[src/rtl/codificador_pkg.sv]
// Shared types and constants for the RV64I instruction encoder.
// The optional range/alignment check is enabled by defining CODIF_RANGE_CHECK_EN.
package codificador_pkg;

    typedef enum logic [2:0] {
        FMT_R = 3'd0,
        FMT_I = 3'd1,
        FMT_S = 3'd2,
        FMT_B = 3'd3,
        FMT_U = 3'd4,
        FMT_J = 3'd5
    } formato_t;

    // addi x0, x0, 0 -- substituted whenever the request cannot be encoded
    localparam logic [31:0] NOP_INSTR = 32'h0000_0013;

    localparam logic [6:0] OP_IMM    = 7'b0010011;
    localparam logic [6:0] OP_STORE  = 7'b0100011;
    localparam logic [6:0] OP_BRANCH = 7'b1100011;
    localparam logic [6:0] OP_LUI    = 7'b0110111;
    localparam logic [6:0] OP_JAL    = 7'b1101111;

    // Representable immediate ranges (bytes, unscaled)
    localparam logic signed [63:0] IMM12_MIN = -64'sd2048;
    localparam logic signed [63:0] IMM12_MAX =  64'sd2047;
    localparam logic signed [63:0] IMM_B_MIN = -64'sd4096;
    localparam logic signed [63:0] IMM_B_MAX =  64'sd4094;
    localparam logic signed [63:0] IMM_J_MIN = -64'sd1048576;
    localparam logic signed [63:0] IMM_J_MAX =  64'sd1048574;
    localparam logic signed [63:0] IMM_U_MIN = -64'sd2147483648;
    localparam logic signed [63:0] IMM_U_MAX =  64'sd2147483647;

    // True when imm can be encoded exactly in the given format.
    // R and illegal formats report true; illegal formats are flagged separately.
    function automatic logic imm_fits(input logic [2:0] fmt, input logic [63:0] imm);
        logic signed [63:0] v;
        logic ok;
        v = imm;
        case (fmt)
            FMT_I, FMT_S: ok = (v >= IMM12_MIN) && (v <= IMM12_MAX);
            FMT_B:        ok = (v >= IMM_B_MIN) && (v <= IMM_B_MAX) && (imm[0] == 1'b0);
            FMT_U:        ok = (v >= IMM_U_MIN) && (v <= IMM_U_MAX) && (imm[11:0] == 12'd0);
            FMT_J:        ok = (v >= IMM_J_MIN) && (v <= IMM_J_MAX) && (imm[0] == 1'b0);
            default:      ok = 1'b1;
        endcase
        return ok;
    endfunction

endpackage

[src/rtl/codificador_instr_empaquetador.sv]
// Purely combinational scatter of register/function fields and immediate bits
// into a 32-bit RV64I instruction word.
module empaquetador_imm
    import codificador_pkg::*;
(
    input  logic [2:0]  formato,
    input  logic [6:0]  opcode,
    input  logic [4:0]  rd,
    input  logic [4:0]  rs1,
    input  logic [4:0]  rs2,
    input  logic [2:0]  funct3,
    input  logic [6:0]  funct7,
    input  logic [31:0] imm,
    output logic [31:0] instr
);

    // Field placement per instruction format; illegal formats yield the NOP
    always_comb begin
        instr = NOP_INSTR;
        case (formato)
            FMT_R:   instr = {funct7, rs2, rs1, funct3, rd, opcode};
            FMT_I:   instr = {imm[11:0], rs1, funct3, rd, opcode};
            FMT_S:   instr = {imm[11:5], rs2, rs1, funct3, imm[4:0], opcode};
            FMT_B:   instr = {imm[12], imm[10:5], rs2, rs1, funct3, imm[4:1], imm[11], opcode};
            FMT_U:   instr = {imm[31:12], rd, opcode};
            FMT_J:   instr = {imm[20], imm[10:1], imm[11], imm[19:12], rd, opcode};
            default: instr = NOP_INSTR;
        endcase
    end

endmodule

[src/rtl/codificador_instr.sv]
// RV64I instruction encoder: two-stage valid/ready pipeline.
// S1 captures the fields and the error verdict, S2 captures the packed word.
// Define CODIF_RANGE_CHECK_EN to reject immediates that do not fit the format.
module codificador_instr
    import codificador_pkg::*;
#(
    parameter int CNT_W = 16
)
(
    input  logic             clk,
    input  logic             reset,
    input  logic             in_valid,
    output logic             in_ready,
    input  logic [2:0]       Formato,
    input  logic [6:0]       Opcode,
    input  logic [4:0]       rd,
    input  logic [4:0]       rs1,
    input  logic [4:0]       rs2,
    input  logic [2:0]       funct3,
    input  logic [6:0]       funct7,
    input  logic [63:0]      Inmediato,
    output logic             out_valid,
    input  logic             out_ready,
    output logic [31:0]      Instruccion,
    output logic             Error,
    output logic [CNT_W-1:0] Contador
);

    logic             s1_valid_r;
    logic [2:0]       s1_fmt_r;
    logic [6:0]       s1_opcode_r;
    logic [4:0]       s1_rd_r;
    logic [4:0]       s1_rs1_r;
    logic [4:0]       s1_rs2_r;
    logic [2:0]       s1_funct3_r;
    logic [6:0]       s1_funct7_r;
    logic [31:0]      s1_imm_r;
    logic             s1_err_r;

    logic             s2_valid_r;
    logic [31:0]      s2_word_r;
    logic             s2_err_r;
    logic [CNT_W-1:0] contador_r;

    logic             s2_adv_s;
    logic             s1_adv_s;
    logic             fmt_legal_s;
    logic             in_err_s;
    logic [31:0]      packed_s;
    logic [31:0]      s2_word_next_s;

    assign s2_adv_s    = !s2_valid_r || out_ready;
    assign s1_adv_s    = !s1_valid_r || s2_adv_s;
    assign in_ready    = s1_adv_s;
    assign fmt_legal_s = (Formato <= 3'd5);

`ifdef CODIF_RANGE_CHECK_EN
    assign in_err_s = !fmt_legal_s || !imm_fits(Formato, Inmediato);
`else
    // Upper immediate bits are simply truncated when no checking is done
    logic imm_hi_unused_s;
    assign imm_hi_unused_s = ^Inmediato[63:32];
    assign in_err_s        = !fmt_legal_s;
`endif

    // Stage 1: capture fields and error verdict on an accepted input
    always_ff @(posedge clk) begin
        if (reset) begin
            s1_valid_r  <= 1'b0;
            s1_fmt_r    <= 3'd0;
            s1_opcode_r <= 7'd0;
            s1_rd_r     <= 5'd0;
            s1_rs1_r    <= 5'd0;
            s1_rs2_r    <= 5'd0;
            s1_funct3_r <= 3'd0;
            s1_funct7_r <= 7'd0;
            s1_imm_r    <= 32'd0;
            s1_err_r    <= 1'b0;
        end else if (s1_adv_s) begin
            s1_valid_r <= in_valid;
            if (in_valid) begin
                s1_fmt_r    <= Formato;
                s1_opcode_r <= Opcode;
                s1_rd_r     <= rd;
                s1_rs1_r    <= rs1;
                s1_rs2_r    <= rs2;
                s1_funct3_r <= funct3;
                s1_funct7_r <= funct7;
                s1_imm_r    <= Inmediato[31:0];
                s1_err_r    <= in_err_s;
            end
        end
    end

    empaquetador_imm u_empaquetador (
        .formato (s1_fmt_r),
        .opcode  (s1_opcode_r),
        .rd      (s1_rd_r),
        .rs1     (s1_rs1_r),
        .rs2     (s1_rs2_r),
        .funct3  (s1_funct3_r),
        .funct7  (s1_funct7_r),
        .imm     (s1_imm_r),
        .instr   (packed_s)
    );

    // Substitute the canonical NOP for any word flagged as unencodable
    always_comb begin
        s2_word_next_s = packed_s;
        if (s1_err_r) begin
            s2_word_next_s = NOP_INSTR;
        end else begin
            s2_word_next_s = packed_s;
        end
    end

    // Stage 2: hold the outgoing word until the consumer takes it
    always_ff @(posedge clk) begin
        if (reset) begin
            s2_valid_r <= 1'b0;
            s2_word_r  <= 32'd0;
            s2_err_r   <= 1'b0;
        end else if (s2_adv_s) begin
            s2_valid_r <= s1_valid_r;
            if (s1_valid_r) begin
                s2_word_r <= s2_word_next_s;
                s2_err_r  <= s1_err_r;
            end
        end
    end

    // Count completed output transfers, wrapping naturally; reset has priority
    always_ff @(posedge clk) begin
        if (reset) begin
            contador_r <= '0;
        end else if (s2_valid_r && out_ready) begin
            contador_r <= contador_r + CNT_W'(1);
        end else begin
            contador_r <= contador_r;
        end
    end

    assign out_valid   = s2_valid_r;
    assign Instruccion = s2_word_r;
    assign Error       = s2_err_r;
    assign Contador    = contador_r;

endmodule
[config.mk]
export PLATFORM = sky130hd
export DESIGN_NAME = codificador_instr
export DESIGN_NICKNAME = d
export VERILOG_FILES = /design/src/rtl/codificador_pkg.sv /design/src/rtl/codificador_instr_empaquetador.sv /design/src/rtl/codificador_instr.sv
export SDC_FILE = /design/constraint.sdc
export NUM_CORES = 1
export LEC_CHECK = 0
export CORE_MARGIN = 5
export CORE_UTILIZATION = 40
export DETAILED_ROUTE_END_ITERATION = 10
export GPL_TIMING_DRIVEN = 0
export PLACE_DENSITY = 0.75
export SYNTH_ARGS = -nofsm -noshare
export SYNTH_HDL_FRONTEND = slang
export SYNTH_SLANG_ARGS = --single-unit
export TNS_END_PERCENT = 100
[constraint.sdc]
create_clock -name clk -period 4.7 [get_ports clk]
set_input_delay 1.41 -clock clk [delete_from_list [all_inputs] [get_ports clk]]
set_output_delay 1.41 -clock clk [all_outputs]
set_load 0.01 [all_outputs]
==> metrics.cfg <==
[clocking]
cts_tree=yes
clk_pin_slew_worst_paths_ps=50
postCtsSetupBuffers=0
clk_path_buf_depth=2
clkSinkCount=119
cts-buffers-inserted=17
cts-root-buf=clkbuf_16
cts_resized=0
clk_latency_ps=420
htree_levels=4
ctsHoldBuffers=0

[synthesis]
synthesis.nets=664
synth_edf_count=0
yosysTopAreaCell=dfxtp_1
synth_most_common_cell=nand2_1
netlist-cell-type-count=48
synth_area_mm2=0.00478
synth_top_area_frac=0.499
yosys-top-cells-area=dfxtp_1 (50%), nand2_1 (11%), a21oi_1 (7.9%), a22oi_1 (5.3%), nor2_1 (2.8%)
ys_ff_latch=119
synthCells=560
synth_ff_type=dfxtp_1
avgSynthCellArea_um2=8.53
synth_top_cells_by_count=nand2_1 (145), dfxtp_1 (119), a21oi_1 (75)
yosysSeqAreaShare=0.499
async_flop_share=0
ys_warn_count=0

[setup_path]
critPathKind=in -> out
start_kind=input pin
arrival_ps=2360
cp-end-kind=output pin
path_max_fanout=9
rr_worst_depth=5
critPathRequiredTime_ps=3290

[routing]
post_drt_via_cell_ratio=5.50
ant_nets=0
first_iter_violations=304
routed_wl_mm=15.0
drt_pass1_iterations=6
drcViolationCount=0
wl_per_cell_um=17.5
vias=4715

[pwr]
p_switching_uw=615
vdd_drop_max_v=0.000201
p_seq_frac=0.406
p_comb_frac=0.097
p_per_area_mw_per_mm2=394
p_int_uw=2050
pwr-share-clk=0.496
p_leak_uw=0.00252
switching_share=0.231

[grt]
antenna_found_initial=0
grt_pass1_wl_mm=23.9
grt_max_degree=17
gr-usage-all-layers=0.212
overflow=0
grt_pass1_vias=4913

[placement]
io_buffer_count=120
dp_hpwl_mm=10.9
pre_cts_ws_ps=928
placed_cells=827
place.gp.congestion=0.875

[finish]
drive_gt1_frac=0.0942
synthToLayoutAreaGrowth_pct=41.5
instances_no_fill=858
finalNetCount=803
fillers=1027
diodes=0

[outcome]
status=complete, no violations

[timing]
fin_ws_ps=925
slew_viol_final=0
clock_skew_ps=8.58
fin_crit_sh=0.803
slew_headroom=0.513
min_period_ps=3770
fin_tns_setup_ps=0
finalHoldViolCount=0
setup_violations=0
rsz0062_at_grt=false
tightest_slew_ps=725
max_freq_mhz=265

[worst_hold_path]
min_path_type=reg -> reg
min_delay_path_depth=2

[die]
fp.dieH_um=119
rows=40
pin_count=154
dieWidth_um=119
die_area_mm2=0.0142
core_area_mm2=0.0119
start_util=0.403

[job]
maxCapViolations=0

-- cells by family after synthesis --
logic type / Yosys count / share of synthesized area
and+or+nand+nor: 222 / 0.204
AOI/OAI and AO/OA: 152 / 0.210
DFF: 119 / 0.499
buffers and inverters: 48 / 0.0484
xor gates and xnor gates: 10 / 0.0183
muxes: 8 / 0.0183
adders and majority gates: 1 / 0.00262
-- path summary, 6_finish.rpt --
kind / startpoint / to / slack [ps]
hold reg to reg: s1_opcode_r[4] / s1_opcode_r[4] / 450
setup / recovery: out_ready / in_ready / 930
setup reg to reg: out_valid / Contador[15] / 2910
hold / removal: s1_opcode_r[4] / s1_opcode_r[4] / 450
-- layout by cell type, fill, tap and decap left out, types with 7 or more instances in the layout --
cell type        netlist  routed
a21oi_1               75      75
nor2_1                36      36
clkbuf_1              14      17
clkbuf_16              0      17
dfxtp_1              119     119
buf_2                 16      16
clkdlybuf4s50_1        0     120
a2bb2oi_1              7       7
nand3_1                9       9
nand2_1              145     145
a22o_1                 7       7
a32o_1                 9       9
nor2b_1                7       7
a22oi_1               34      34
-- power groups by stage --
stage          sequential [uW]  combinational [uW]  clock, uW
3_3_place_gp              1100                 249          0
2_1_floorplan             1100                 130          0
5_1_grt                   1090                 282       1370
4_1_cts                   1080                 258       1330
3_5_place_dp              1100                 256          0
6_report                  1080                 259       1320
-- routing by layer --
layer | global-route usage | wire length [um] | up-vias
li1 | - | - | 2232
met1 | 0.248 | 6290 | 2256
met2 | 0.357 | 7240 | 194
met3 | 0.0622 | 1070 | 33
met4 | 0.0981 | 442 | 0
met5 | 0 | 0 | -
-- registers in the layout, summed over array words and instances, names as in the netlist --
signal	count
s1_funct7_r	7
s1_opcode_r	7
Error	1
s1_fmt_r	3
out_valid	1
s1_rd_r	5
s1_valid_r	1
s1_err_r	1
Contador	16
s1_imm_r	32
s1_rs2_r	5
s1_funct3_r	3
s1_rs1_r	5
Instruccion	32
-- critical path: stages --
cell	delay, ps
clkbuf_2	190
nand3b_1	170
clkdlybuf4s50_1	590
-- area by class of cell --
| type | count | area, um2 | share of cell area |
|---|---|---|---|
| timing repair buffer | 120 | 1200 | 0.178 |
| sequential | 119 | 2380 | 0.352 |
| inverter | 7 | 26.3 | 0.00389 |
| tap | 147 | 184 | 0.0272 |
| multi-input combinational | 393 | 2160 | 0.320 |
| buffer | 41 | 205 | 0.0303 |
| clock inverter | 8 | 121 | 0.0179 |
| clock buffer | 23 | 478 | 0.0707 |
-- stage by stage --
stage	hold WS, ps	utilization	cell area, um2	total power, uW
2_1_floorplan	432	-	4780	1230
3_3_place_gp	443	0.520	6160	1350
3_5_place_dp	449	0.520	6160	1360
4_1_cts	457	0.570	6760	2670
5_1_grt	475	0.570	6760	2740
6_report	454	0.570	6760	2660
Note: power is estimated with default switching activity, not from simulation.
